[src/rtl/mips_pkg.sv]
// Shared definitions for the multi-cycle MIPS core: opcode/funct encodings,
// FSM states, ALU operation encoding and default memory-map addresses.
package mips_pkg;

    localparam logic [5:0] OP_RTYPE = 6'h00;
    localparam logic [5:0] OP_J     = 6'h02;
    localparam logic [5:0] OP_BEQ   = 6'h04;
    localparam logic [5:0] OP_BNE   = 6'h05;
    localparam logic [5:0] OP_ADDI  = 6'h08;
    localparam logic [5:0] OP_ORI   = 6'h0D;
    localparam logic [5:0] OP_LUI   = 6'h0F;
    localparam logic [5:0] OP_LW    = 6'h23;
    localparam logic [5:0] OP_SW    = 6'h2B;

    localparam logic [5:0] FN_SLL = 6'h00;
    localparam logic [5:0] FN_SRL = 6'h02;
    localparam logic [5:0] FN_ADD = 6'h20;
    localparam logic [5:0] FN_SUB = 6'h22;
    localparam logic [5:0] FN_AND = 6'h24;
    localparam logic [5:0] FN_OR  = 6'h25;
    localparam logic [5:0] FN_NOR = 6'h27;

    localparam logic [31:0] DEFAULT_RESET_PC    = 32'h0040_0000;
    localparam logic [31:0] DEFAULT_IO_OUT_ADDR = 32'h1001_0024;
    localparam logic [31:0] DEFAULT_IO_IN_ADDR  = 32'h1001_0028;

    typedef enum logic [2:0] {
        S_FETCH,
        S_DECODE,
        S_EXECUTE,
        S_MEMORY,
        S_WRITEBACK,
        S_TRAP
    } stateT;

    typedef enum logic [2:0] {
        ALU_ADD,
        ALU_SUB,
        ALU_AND,
        ALU_OR,
        ALU_NOR,
        ALU_SLL,
        ALU_SRL,
        ALU_LUI
    } aluOpT;

    function automatic logic [31:0] signExtend(input logic [15:0] imm);
        return {{16{imm[15]}}, imm};
    endfunction

    function automatic logic isLegalInstr(input logic [5:0] op, input logic [5:0] funct);
        case (op)
            OP_RTYPE: return funct inside {FN_ADD, FN_SUB, FN_AND, FN_OR, FN_NOR, FN_SLL, FN_SRL};
            OP_J, OP_BEQ, OP_BNE, OP_ADDI, OP_ORI, OP_LUI, OP_LW, OP_SW: return 1'b1;
            default: return 1'b0;
        endcase
    endfunction

    function automatic aluOpT decodeAluOp(input logic [5:0] op, input logic [5:0] funct);
        if (op == OP_RTYPE) begin
            case (funct)
                FN_SUB:  return ALU_SUB;
                FN_AND:  return ALU_AND;
                FN_OR:   return ALU_OR;
                FN_NOR:  return ALU_NOR;
                FN_SLL:  return ALU_SLL;
                FN_SRL:  return ALU_SRL;
                default: return ALU_ADD;
            endcase
        end
        case (op)
            OP_ORI:  return ALU_OR;
            OP_LUI:  return ALU_LUI;
            default: return ALU_ADD;
        endcase
    endfunction

endpackage

[src/rtl/mips_regfile.sv]
// 32x32 register file: two asynchronous read ports, one synchronous write
// port, register $0 hardwired to zero.
module mips_regfile (
    input  logic        clk,
    input  logic        reset,
    input  logic [4:0]  readAddrA,
    input  logic [4:0]  readAddrB,
    output logic [31:0] readDataA,
    output logic [31:0] readDataB,
    input  logic        writeEnable,
    input  logic [4:0]  writeAddr,
    input  logic [31:0] writeData
);

    logic [31:0] regs [32];

    // NOTE: the array is cleared by reset because software may rely on all
    // registers starting at zero; this keeps it in flops rather than a RAM macro.
    always_ff @(posedge clk or negedge reset) begin
        if (!reset) begin
            for (int i = 0; i < 32; i++) begin
                regs[i] <= '0;
            end
        end else if (writeEnable && (writeAddr != 5'd0)) begin
            // NOTE: sequential state always uses <= so every flop samples pre-edge values.
            regs[writeAddr] <= writeData;
        end
    end

    assign readDataA = (readAddrA == 5'd0) ? 32'h0 : regs[readAddrA];
    assign readDataB = (readAddrB == 5'd0) ? 32'h0 : regs[readAddrB];

endmodule

[src/rtl/mips_multicycle_core.sv]
// Multi-cycle MIPS core: FSM-sequenced datapath sharing one req/ready memory
// port for fetch and data, with memory-mapped I/O, illegal-op trap and retire counter.
module mips_multicycle_core
    import mips_pkg::*;
#(
    parameter int          ADDR_WIDTH    = 32,
    parameter logic [31:0] RESET_PC      = DEFAULT_RESET_PC,
    parameter logic [31:0] IO_OUT_ADDR   = DEFAULT_IO_OUT_ADDR,
    parameter logic [31:0] IO_IN_ADDR    = DEFAULT_IO_IN_ADDR,
    parameter int          PORT_IN_WIDTH = 8
) (
    input  logic                     clk,
    input  logic                     reset,
    output logic                     mem_req,
    output logic                     mem_we,
    output logic [ADDR_WIDTH-1:0]    mem_addr,
    output logic [31:0]              mem_wdata,
    input  logic [31:0]              mem_rdata,
    input  logic                     mem_ready,
    input  logic [PORT_IN_WIDTH-1:0] port_in,
    output logic [31:0]              port_out,
    output logic [31:0]              alu_result_out,
    output logic [31:0]              pc_out,
    output logic [31:0]              instr_count,
    output logic                     trap
);

    stateT       state;
    logic [31:0] pc;
    logic [31:0] ir;
    logic [31:0] regA;
    logic [31:0] regB;
    logic [31:0] mdr;
    logic [31:0] aluOut;
    logic [31:0] portOut;
    logic [31:0] instrCount;
    logic        trapFlag;

    logic [5:0]  opcode;
    logic [5:0]  funct;
    logic [4:0]  rs;
    logic [4:0]  rt;
    logic [4:0]  rd;
    logic [4:0]  shamt;
    logic [15:0] imm;
    logic [31:0] immSext;
    logic [31:0] immZext;
    logic [31:0] branchOffset;
    logic [31:0] jumpTarget;

    assign opcode       = ir[31:26];
    assign rs           = ir[25:21];
    assign rt           = ir[20:16];
    assign rd           = ir[15:11];
    assign shamt        = ir[10:6];
    assign funct        = ir[5:0];
    assign imm          = ir[15:0];
    assign immSext      = signExtend(imm);
    assign immZext      = {16'h0, imm};
    assign branchOffset = {immSext[29:0], 2'b00};
    // PC has already advanced past the jump, matching MIPS region semantics.
    assign jumpTarget   = {pc[31:28], ir[25:0], 2'b00};

    logic  isRType;
    logic  isLw;
    logic  isSw;
    logic  isBranch;
    logic  legal;
    logic  branchTaken;
    logic  ioAccess;
    aluOpT aluOp;

    assign isRType     = (opcode == OP_RTYPE);
    assign isLw        = (opcode == OP_LW);
    assign isSw        = (opcode == OP_SW);
    assign isBranch    = (opcode == OP_BEQ) || (opcode == OP_BNE);
    assign legal       = isLegalInstr(opcode, funct);
    assign aluOp       = decodeAluOp(opcode, funct);
    assign branchTaken = (opcode == OP_BNE) ? (regA != regB) : (regA == regB);
    // Only the matching direction is an I/O access; the other direction goes to the bus.
    assign ioAccess    = (isSw && (aluOut == IO_OUT_ADDR)) || (isLw && (aluOut == IO_IN_ADDR));

    logic [31:0] aluB;
    logic [31:0] aluResult;

    // NOTE: every always_comb output gets a default first so no path infers a latch.
    always_comb begin
        aluB      = isRType ? regB : ((opcode == OP_ORI) ? immZext : immSext);
        aluResult = '0;
        case (aluOp)
            ALU_ADD: aluResult = regA + aluB;
            ALU_SUB: aluResult = regA - aluB;
            ALU_AND: aluResult = regA & aluB;
            ALU_OR:  aluResult = regA | aluB;
            ALU_NOR: aluResult = ~(regA | aluB);
            ALU_SLL: aluResult = regB << shamt;
            ALU_SRL: aluResult = regB >> shamt;
            ALU_LUI: aluResult = {imm, 16'h0};
            default: aluResult = '0;
        endcase
    end

    logic [31:0] rfReadA;
    logic [31:0] rfReadB;
    logic [4:0]  rfWriteAddr;
    logic [31:0] rfWriteData;
    logic        rfWriteEnable;

    assign rfWriteEnable = (state == S_WRITEBACK);
    assign rfWriteAddr   = isRType ? rd : rt;
    assign rfWriteData   = isLw ? mdr : aluOut;

    mips_regfile regFile (
        .clk         (clk),
        .reset       (reset),
        .readAddrA   (rs),
        .readAddrB   (rt),
        .readDataA   (rfReadA),
        .readDataB   (rfReadB),
        .writeEnable (rfWriteEnable),
        .writeAddr   (rfWriteAddr),
        .writeData   (rfWriteData)
    );

    logic        memDone;
    logic [31:0] busAddr;

    assign memDone = ioAccess || mem_ready;
    assign busAddr = (state == S_MEMORY) ? aluOut : pc;

    always_ff @(posedge clk or negedge reset) begin
        if (!reset) begin
            state      <= S_FETCH;
            pc         <= RESET_PC;
            ir         <= '0;
            regA       <= '0;
            regB       <= '0;
            mdr        <= '0;
            aluOut     <= '0;
            portOut    <= '0;
            instrCount <= '0;
            trapFlag   <= 1'b0;
        end else begin
            case (state)
                S_FETCH: begin
                    if (mem_ready) begin
                        ir    <= mem_rdata;
                        pc    <= pc + 32'd4;
                        state <= S_DECODE;
                    end
                end
                S_DECODE: begin
                    regA   <= rfReadA;
                    regB   <= rfReadB;
                    aluOut <= pc + branchOffset;
                    if (!legal) begin
                        trapFlag <= 1'b1;
                        state    <= S_TRAP;
                    end else if (opcode == OP_J) begin
                        pc         <= jumpTarget;
                        instrCount <= instrCount + 32'd1;
                        state      <= S_FETCH;
                    end else begin
                        state <= S_EXECUTE;
                    end
                end
                S_EXECUTE: begin
                    if (isBranch) begin
                        if (branchTaken) begin
                            pc <= aluOut;
                        end
                        instrCount <= instrCount + 32'd1;
                        state      <= S_FETCH;
                    end else begin
                        aluOut <= aluResult;
                        state  <= (isLw || isSw) ? S_MEMORY : S_WRITEBACK;
                    end
                end
                S_MEMORY: begin
                    if (memDone) begin
                        if (isSw) begin
                            if (ioAccess) begin
                                portOut <= regB;
                            end
                            instrCount <= instrCount + 32'd1;
                            state      <= S_FETCH;
                        end else begin
                            mdr   <= ioAccess ? 32'(port_in) : mem_rdata;
                            state <= S_WRITEBACK;
                        end
                    end
                end
                S_WRITEBACK: begin
                    instrCount <= instrCount + 32'd1;
                    state      <= S_FETCH;
                end
                S_TRAP: begin
                    state <= S_TRAP;
                end
                default: begin
                    state <= S_FETCH;
                end
            endcase
        end
    end

    // Bus controls decode straight from state so a request and its ready can
    // share a cycle; gating with reset drops the request the instant reset asserts.
    assign mem_req   = reset && ((state == S_FETCH) || ((state == S_MEMORY) && !ioAccess));
    assign mem_we    = (state == S_MEMORY) && isSw && !ioAccess;
    assign mem_addr  = busAddr[ADDR_WIDTH-1:0];
    assign mem_wdata = regB;

    assign port_out       = portOut;
    assign alu_result_out = aluOut;
    assign pc_out         = pc;
    assign instr_count    = instrCount;
    assign trap           = trapFlag;

endmodule

[config.mk]
export PLATFORM = sky130hd
export DESIGN_NAME = mips_multicycle_core
export DESIGN_NICKNAME = d
export VERILOG_FILES = /design/src/rtl/mips_pkg.sv /design/src/rtl/mips_regfile.sv /design/src/rtl/mips_multicycle_core.sv
export SDC_FILE = /design/constraint.sdc
export NUM_CORES = 2
export LEC_CHECK = 0
export BUFFER_PORTS_ARGS = -buffer_cell sky130_fd_sc_hd__buf_2
export CAP_MARGIN = 20
export CELL_PAD_IN_SITES_DETAIL_PLACEMENT = 0
export CELL_PAD_IN_SITES_GLOBAL_PLACEMENT = 1
export CORE_ASPECT_RATIO = 0.6
export CORE_MARGIN = 4
export CORE_UTILIZATION = 51
export DETAILED_ROUTE_END_ITERATION = 7
export PLACE_DENSITY = 0.78
export SKIP_CTS_REPAIR_TIMING = 1
export SLEW_MARGIN = 20
export SYNTH_ARGS = -nofsm -noshare
export SYNTH_HDL_FRONTEND = slang
export SYNTH_SLANG_ARGS = --single-unit
export TNS_END_PERCENT = 1
[constraint.sdc]
create_clock -name clk -period 5.9 [get_ports clk]
set_input_delay 1.18 -clock clk [delete_from_list [all_inputs] [get_ports clk]]
set_output_delay 1.18 -clock clk [all_outputs]
set_load 0.1 [all_outputs]
=== Yosys cells after proc, flatten, opt, wreduce, memory -nomap -nowiden ===
Index checks and enable logic that the tools add are counted.

* Bitwise operators: 9
* Eq/ne operators: 38
* Muxes and demuxes: 47
* Shifts and indexed selects: 2
* Add/sub/neg operators: 5
* $lt $le $gt $ge: 4
* Reductions and logical operators: 36

{| class="wikitable"
|+ Operator list
! operator !! number
|-
| bitwise mux 1024 bit || 1
|-
| 2-to-1 mux 32 bit || 21
|-
| binary-select mux 32 bit (select 5 bit) || 2
|-
| one-hot mux 32 bit (8 select lines) || 1
|-
| demux 32 bit (select 5 bit) || 1
|-
| one-hot mux 32 bit (4 select lines) || 1
|-
| one-hot mux 32 bit (3 select lines) || 1
|-
| adder 32 bit || 2
|-
| == test 32 x 29 -> 1 bit, second input constant || 2
|-
| one-hot mux 32 bit (2 select lines) || 1
|-
| 2-to-1 mux 28 bit || 2
|-
| == test 6 bit, second input constant || 7
|-
| adder 32 x 1 -> 32 bit, second input constant || 1
|-
| adder 32 x 3 -> 32 bit, second input constant || 1
|-
| AND 32 bit || 1
|-
| == test 32 bit || 1
|-
| != test 32 bit || 1
|-
| inverter 32 bit || 1
|-
| bitwise OR 32 bit || 1
|-
| << shifter 32 x 5 -> 32 bit || 1
|-
| >> shifter 32 x 5 -> 32 bit || 1
|-
| subtractor 32 bit || 1
|-
| 2-to-1 mux 3 bit || 8
|-
| == test 3 bit, second input constant || 6
|-
| 34 further kinds || 75
|}

* Bits in registers: 1,284
* Output and inout bits: 195
* Bits of input ports: 43
* Word-level logic and storage cells: 184

=== Depth between registers and ports, before layout ===
* Word-level depth: 8
* Mapped depth: 26
* Mapped depth without buffers: 21

=== Modules after synthesis ===
A second synthesis with hierarchy kept.

* Cell total of the unflattened synthesis: 6,104
* Area, all modules: 75,348.5 µm²

{| class="wikitable"
|+ Modules (own cells, without submodules)
! module !! instances !! cells an instance !! sequential area each (µm²) !! area an instance (µm²)
|-
| mips_regfile || 1 || 3,514 || 25,624.6 || 54,019.3
|-
| mips_multicycle_core || 1 || 2,590 || 6,507.5 || 21,329.2
|}

=== Worst setup path after synthesis ===
No wires, ideal clock.

* Kind: register to output
* Start: register aluOut[3] (netlist: alu_result_out[3])
* End: output mem_req
* Arrival time: 4,125 ps
* Cell stages (with the launch flop): 8
* Buffers on the path: 1
* Required time: 4,720 ps
* Setup slack: 595 ps
* Cell sequence: dfrtp_1 > and3b_1 > o211ai_1 > or3_1 > clkbuf_1 > and3_1 > nor2_1 > nor3b_1

* Word-level cells in the longest chain between the ends: 7
* Elaborated cells between the ends (all ways): 9
* Those cells by class: eq/ne: 2; reduce/logical: 7

{| class="wikitable"
|+ Ends and longest elaborated chain
! item !! RTL line !! text
|-
| start: declaration || mips_multicycle_core.sv:34 || <nowiki>logic [31:0] aluOut;</nowiki>
|-
| start signal: assignment || mips_multicycle_core.sv:155 || <nowiki>aluOut <= pc + branchOffset;</nowiki>
|-
| start signal: assignment || mips_multicycle_core.sv:175 || <nowiki>aluOut <= aluResult;</nowiki>
|-
| == test 32 x 29 -> 1 bit || mips_multicycle_core.sv:81 || <nowiki>assign ioAccess = (isSw && (aluOut == IO_OUT_ADDR)) || (isLw && (aluOut == IO_IN_ADDR));</nowiki>
|-
| logical AND 1 bit || mips_multicycle_core.sv:81 ||
|-
| logical OR 1 bit * || mips_multicycle_core.sv:81 ||
|-
| zero test 1 bit * || mips_multicycle_core.sv:209 || <nowiki>assign mem_req = reset && ((state == S_FETCH) || ((state == S_MEMORY) && !ioAccess));</nowiki>
|-
| logical AND 1 bit * || mips_multicycle_core.sv:209 ||
|-
| logical OR 1 bit * || mips_multicycle_core.sv:209 ||
|-
| logical AND 1 bit * || mips_multicycle_core.sv:209 ||
|-
| end: declaration || mips_multicycle_core.sv:14 || <nowiki>output logic mem_req,</nowiki>
|}

Every way passes the cells marked *; elsewhere a longest branch is shown, timed or not.

=== Worst setup path in the final report ===
* Start: register ir[28]
* End: register aluOut[25] (netlist: alu_result_out[25])

* Word-level cells in the longest chain between the ends: 8
* Elaborated cells between the ends (all ways): 29
* Those cells by class: add/sub: 2; eq/ne: 12; mux: 8; bitwise: 3; reduce/logical: 4

{| class="wikitable"
|+ Ends and longest elaborated chain
! item !! RTL line !! text
|-
| start: declaration || mips_multicycle_core.sv:30 || <nowiki>logic [31:0] ir;</nowiki>
|-
| start signal: assignment || mips_multicycle_core.sv:147 || <nowiki>ir <= mem_rdata;</nowiki>
|-
| parallel branches: the longest is 8 deep, another holds subtractor 32 bit || -- ||
|}

Parallel ways; which one is timed is not known. The select of a mux whose other input is x is not followed.
A chain may end at the register's enable or synchronous reset.

==> flow_summary.ini <==
[placed_design]
port_buffers = 237
place_ws_ns = 0.321
dp_hpwl_mm = 190
place_congestion = 1.06
placed_cell_area_um2 = 76500

[global_routing]
track_usage = 0.382
use_met3 = 0.150
grt_util_met2 = 0.506
grt_max_degree = 176
grt_pass1_vias = 55900
grt-ovfl-total = 0
grt_pass1_wl_mm = 411
grt-busiest-layer = met1
global_route.usage.met1 = 0.585
antenna_found_initial = 23

[drt]
avgViaCountPerCell = 6.78
dr.pass1.iters = 7
wl_per_cell_um = 32.7
ant_nets = 0
route.detailed.drc = 0
num_vias = 59300
wirelength_mm = 286
drt_iter0_markers = 8323

[critical_path]
arrival_ns = 6.38
cp-startpoint = ir[28]$_DFFE_PN0P_
crit_fanout = 20
max_stage_delay_ns = 0.64
rr_startpoint = ir[28]$_DFFE_PN0P_
critical_path_class = reg -> reg
cp-start-kind = flip-flop
slowest_stage = or4_4
cp-end-kind = flip-flop
crit_chain = or4_4, nor2_4, buf_4, mux2i_1, a41oi_1, xor2_1, ha_1, or4_1, or2_2, a2111oi_0, o31a_1, o31ai_1, buf_4, xor2_1, a211oi_1, a211oi_1
crit_required_ns = 6.51

[timing]
finalCritPeriodShare = 0.977
fin_tns_setup_ns = 0
slew_headroom = 0.185
final-hold-violation-count = 0
fin_skew_ns = 0.0334
slew_viol_final = 0
layout_setup_ws_ns = 0.135
tightest_slew_ns = 1.21
post-route-min-period_ns = 5.77
max_freq_mhz = 173
rsz0062_at_grt = no
finalSetupViolCount = 0

[yosys]
synth_warnings = 0
netlist_area_um2 = 72800
synth_edf_count = 0
ys_ff_latch = 1284
yosys.cell_types.count = 98
synthArstFlopShare = 1.00
syn_area_per_cell_um2 = 10.7
syn_inst = 6812
ys_seq_area_frac = 0.441
synthFlopType = dfrtp_1
syn_nets = 6922

[clocking]
cts_buffer_depth = 3
cts_root_buf = clkbuf_16
clk_latency_ns = 0.77
h-tree-depth = 3
cts_sinks = 1284
cts_inserted_buffers = 121
tritoncts = yes
path_clk_slew_ns = 0.07

[pwr]
leakage_nw = 35.0
vdd_ir_drop_max_mv = 0.549
power.density_nw_per_um2 = 645

[floorplan]
coreArea_um2 = 142000
fp-row-count = 107
die_h_um = 301
start_util = 0.513
die_area_um2 = 149000
io_pins = 238
die_w_um = 496

[hold_path]
holdCritPathClass = in -> async

[final_layout]
final_util = 0.570
drive_gt1_frac = 0.234
nets = 6844
fin_area_um2 = 80900
syn_to_final_growth_pct = 11.0
num-fill-cells = 12000

[status]
outcome = finished clean

[run]
max_cap_violations = 0
==> critical path, delay by kind of cell, from the launching register on <==
kind | cells | cell delay [ns]
compound gates | 6 | 1.62
mux | 1 | 0.62
simple gates | 4 | 1.89
xor+xnor | 2 | 0.33
flops | 1 | 0.40
fa+ha+maj | 1 | 0.26
buf+inv | 2 | 0.49
==> flip-flops by register name (all words and copies together) (netlist names) <==
register	count
alu_result_out	32
instr_count	32
ir	32
mdr	32
mem_wdata	32
pc_out	32
port_out	32
regA	32
regFile.regs	1024
state	3
trap	1
==> worst paths after layout <==
kind / endpoint / slack [ns] / cells after the start
setup / recovery: alu_result_out[25]$_DFFE_PN0P_ / 0.13 / 16
hold reg to reg: regFile.regs[996]$_DFFE_PN0P_ / 0.39 / 0
setup reg to reg: alu_result_out[25]$_DFFE_PN0P_ / 0.13 / 16
min in group clk: regFile.regs[996]$_DFFE_PN0P_ / 0.39 / 0
hold / removal: regFile.regs[455]$_DFFE_PN0P_ / 0.31 / 1
max in group asynchronous: ir[23]$_DFFE_PN0P_ / 3.51 / 3
==> routing by layer <==
metal	vias to the layer above	part of all wire
met5	-	0.00016
met4	6	0.026
met3	467	0.14
met2	3713	0.41
met1	30400	0.43
li1	24800	-
==> power breakdown <==
part | switching (W) | leakage (nW) | internal [W]
sequential | 0.00370 | 17.0 | 0.0119
combinational | 0.0172 | 15.9 | 0.0108
clock | 0.00375 | 2.10 | 0.00482
==> cell type report <==
| type | instances | area, um^2 | area share |
|---|---|---|---|
| diodes | 10 | 25.0 | 0.000309 |
| clock buffers | 167 | 3460 | 0.0428 |
| clock inverters | 56 | 825 | 0.0102 |
| inverters | 41 | 159 | 0.00197 |
| multi-input cells | 4814 | 38500 | 0.476 |
| flip-flops and latches | 1284 | 32200 | 0.398 |
| well taps | 1907 | 2390 | 0.0295 |
| repair buffers | 472 | 3330 | 0.0411 |
==> metrics by stage <==
| stage | std cells | total power (W) | hold WS (ns) |
|---|---|---|---|
| 6_report | 8751 | 0.0522 | 0.308 |
| 5_1_grt | 8741 | 0.0544 | 0.285 |
| 4_1_cts | 8740 | 0.0515 | 0.276 |
| 3_5_place_dp | 8517 | 0.0429 | 0.383 |
| 3_3_place_gp | 8515 | 0.0423 | 0.376 |
| 2_1_floorplan | 6812 | 0.0336 | 0.438 |
==> logic make-up after synthesis <==
family                   after synthesis  synth area share
AO/OA/AOI/OAI                       1736             0.133
AND/OR/NAND/NOR                     1905             0.109
flip-flops                          1284             0.441
multiplexers                         965             0.250
buffers and inverters                714            0.0376
XOR/XNOR                             141            0.0171
adder cells (fa/ha/maj)               67            0.0117
==> synthesized netlist by cell type, drive strengths merged, types with 9 or more instances <==
master | n | share of area
a31oi | 39 | 0.0034
nor2b | 16 | 0.0014
inv | 39 | 0.0020
a22oi | 13 | 0.0014
mux4 | 674 | 0.21
o21a | 11 | 0.0012
or3 | 19 | 0.0016
nor2 | 766 | 0.040
clkbuf | 543 | 0.028
dfrtp | 1283 | 0.44
xor2 | 75 | 0.0090
nor4 | 27 | 0.0025
nor3 | 52 | 0.0036
nand2 | 798 | 0.041
a221oi | 31 | 0.0037
nand4 | 27 | 0.0023
a211oi | 25 | 0.0026
buf | 130 | 0.0075
nand3 | 83 | 0.0057
and3 | 24 | 0.0021
a22o | 9 | 0.0011
o22ai | 27 | 0.0023
nand2b | 23 | 0.0020
mux2 | 112 | 0.017
and2 | 13 | 0.0011
o21ai | 736 | 0.051
a21oi | 668 | 0.046
a21o | 27 | 0.0028
o21bai | 10 | 0.0010
o31ai | 16 | 0.0017
mux2i | 179 | 0.025
xnor2 | 66 | 0.0080
o211ai | 28 | 0.0030
or2 | 14 | 0.0012
ha | 65 | 0.011
o221ai | 9 | 0.0011
nor3b | 9 | 0.00093
==> cell usage in the layout, fill, tap and decap left out, types with 14 or more instances in the layout <==
cell       netlist  final
clkbuf_16        0    121
dfrtp_1       1283   1271
ha_1            65     65
nor2_4           1     17
bufinv_16        0     16
a21oi_1        667    666
mux2i_1        179    145
o22ai_1         27     26
buf_12           0     26
o31ai_1         15     15
xnor2_1         65     65
nand2_1        797    782
o211ai_1        27     27
inv_1           36     35
mux4_2         674    674
clkbuf_1       543     20
a21o_1          27     27
xor2_1          75     75
buf_4            3    206
nor2b_1         16     14
a31oi_1         38     38
or3_1           19     19
nand3_1         83     83
o21ai_0        733    728
mux2_2         112    112
a211oi_1        25     25
a221oi_1        31     30
nand2b_1        23     21
and3_1          23     23
clkinv_2         0     24
nand4_1         27     27
mux2i_2          0     28
or2_2           14     14
buf_2           33    236
clkbuf_8         0     26
nor3_1          52     48
nor4_1          26     25
nor2_1         762    745
Note: power is estimated with default switching activity, not from simulation.
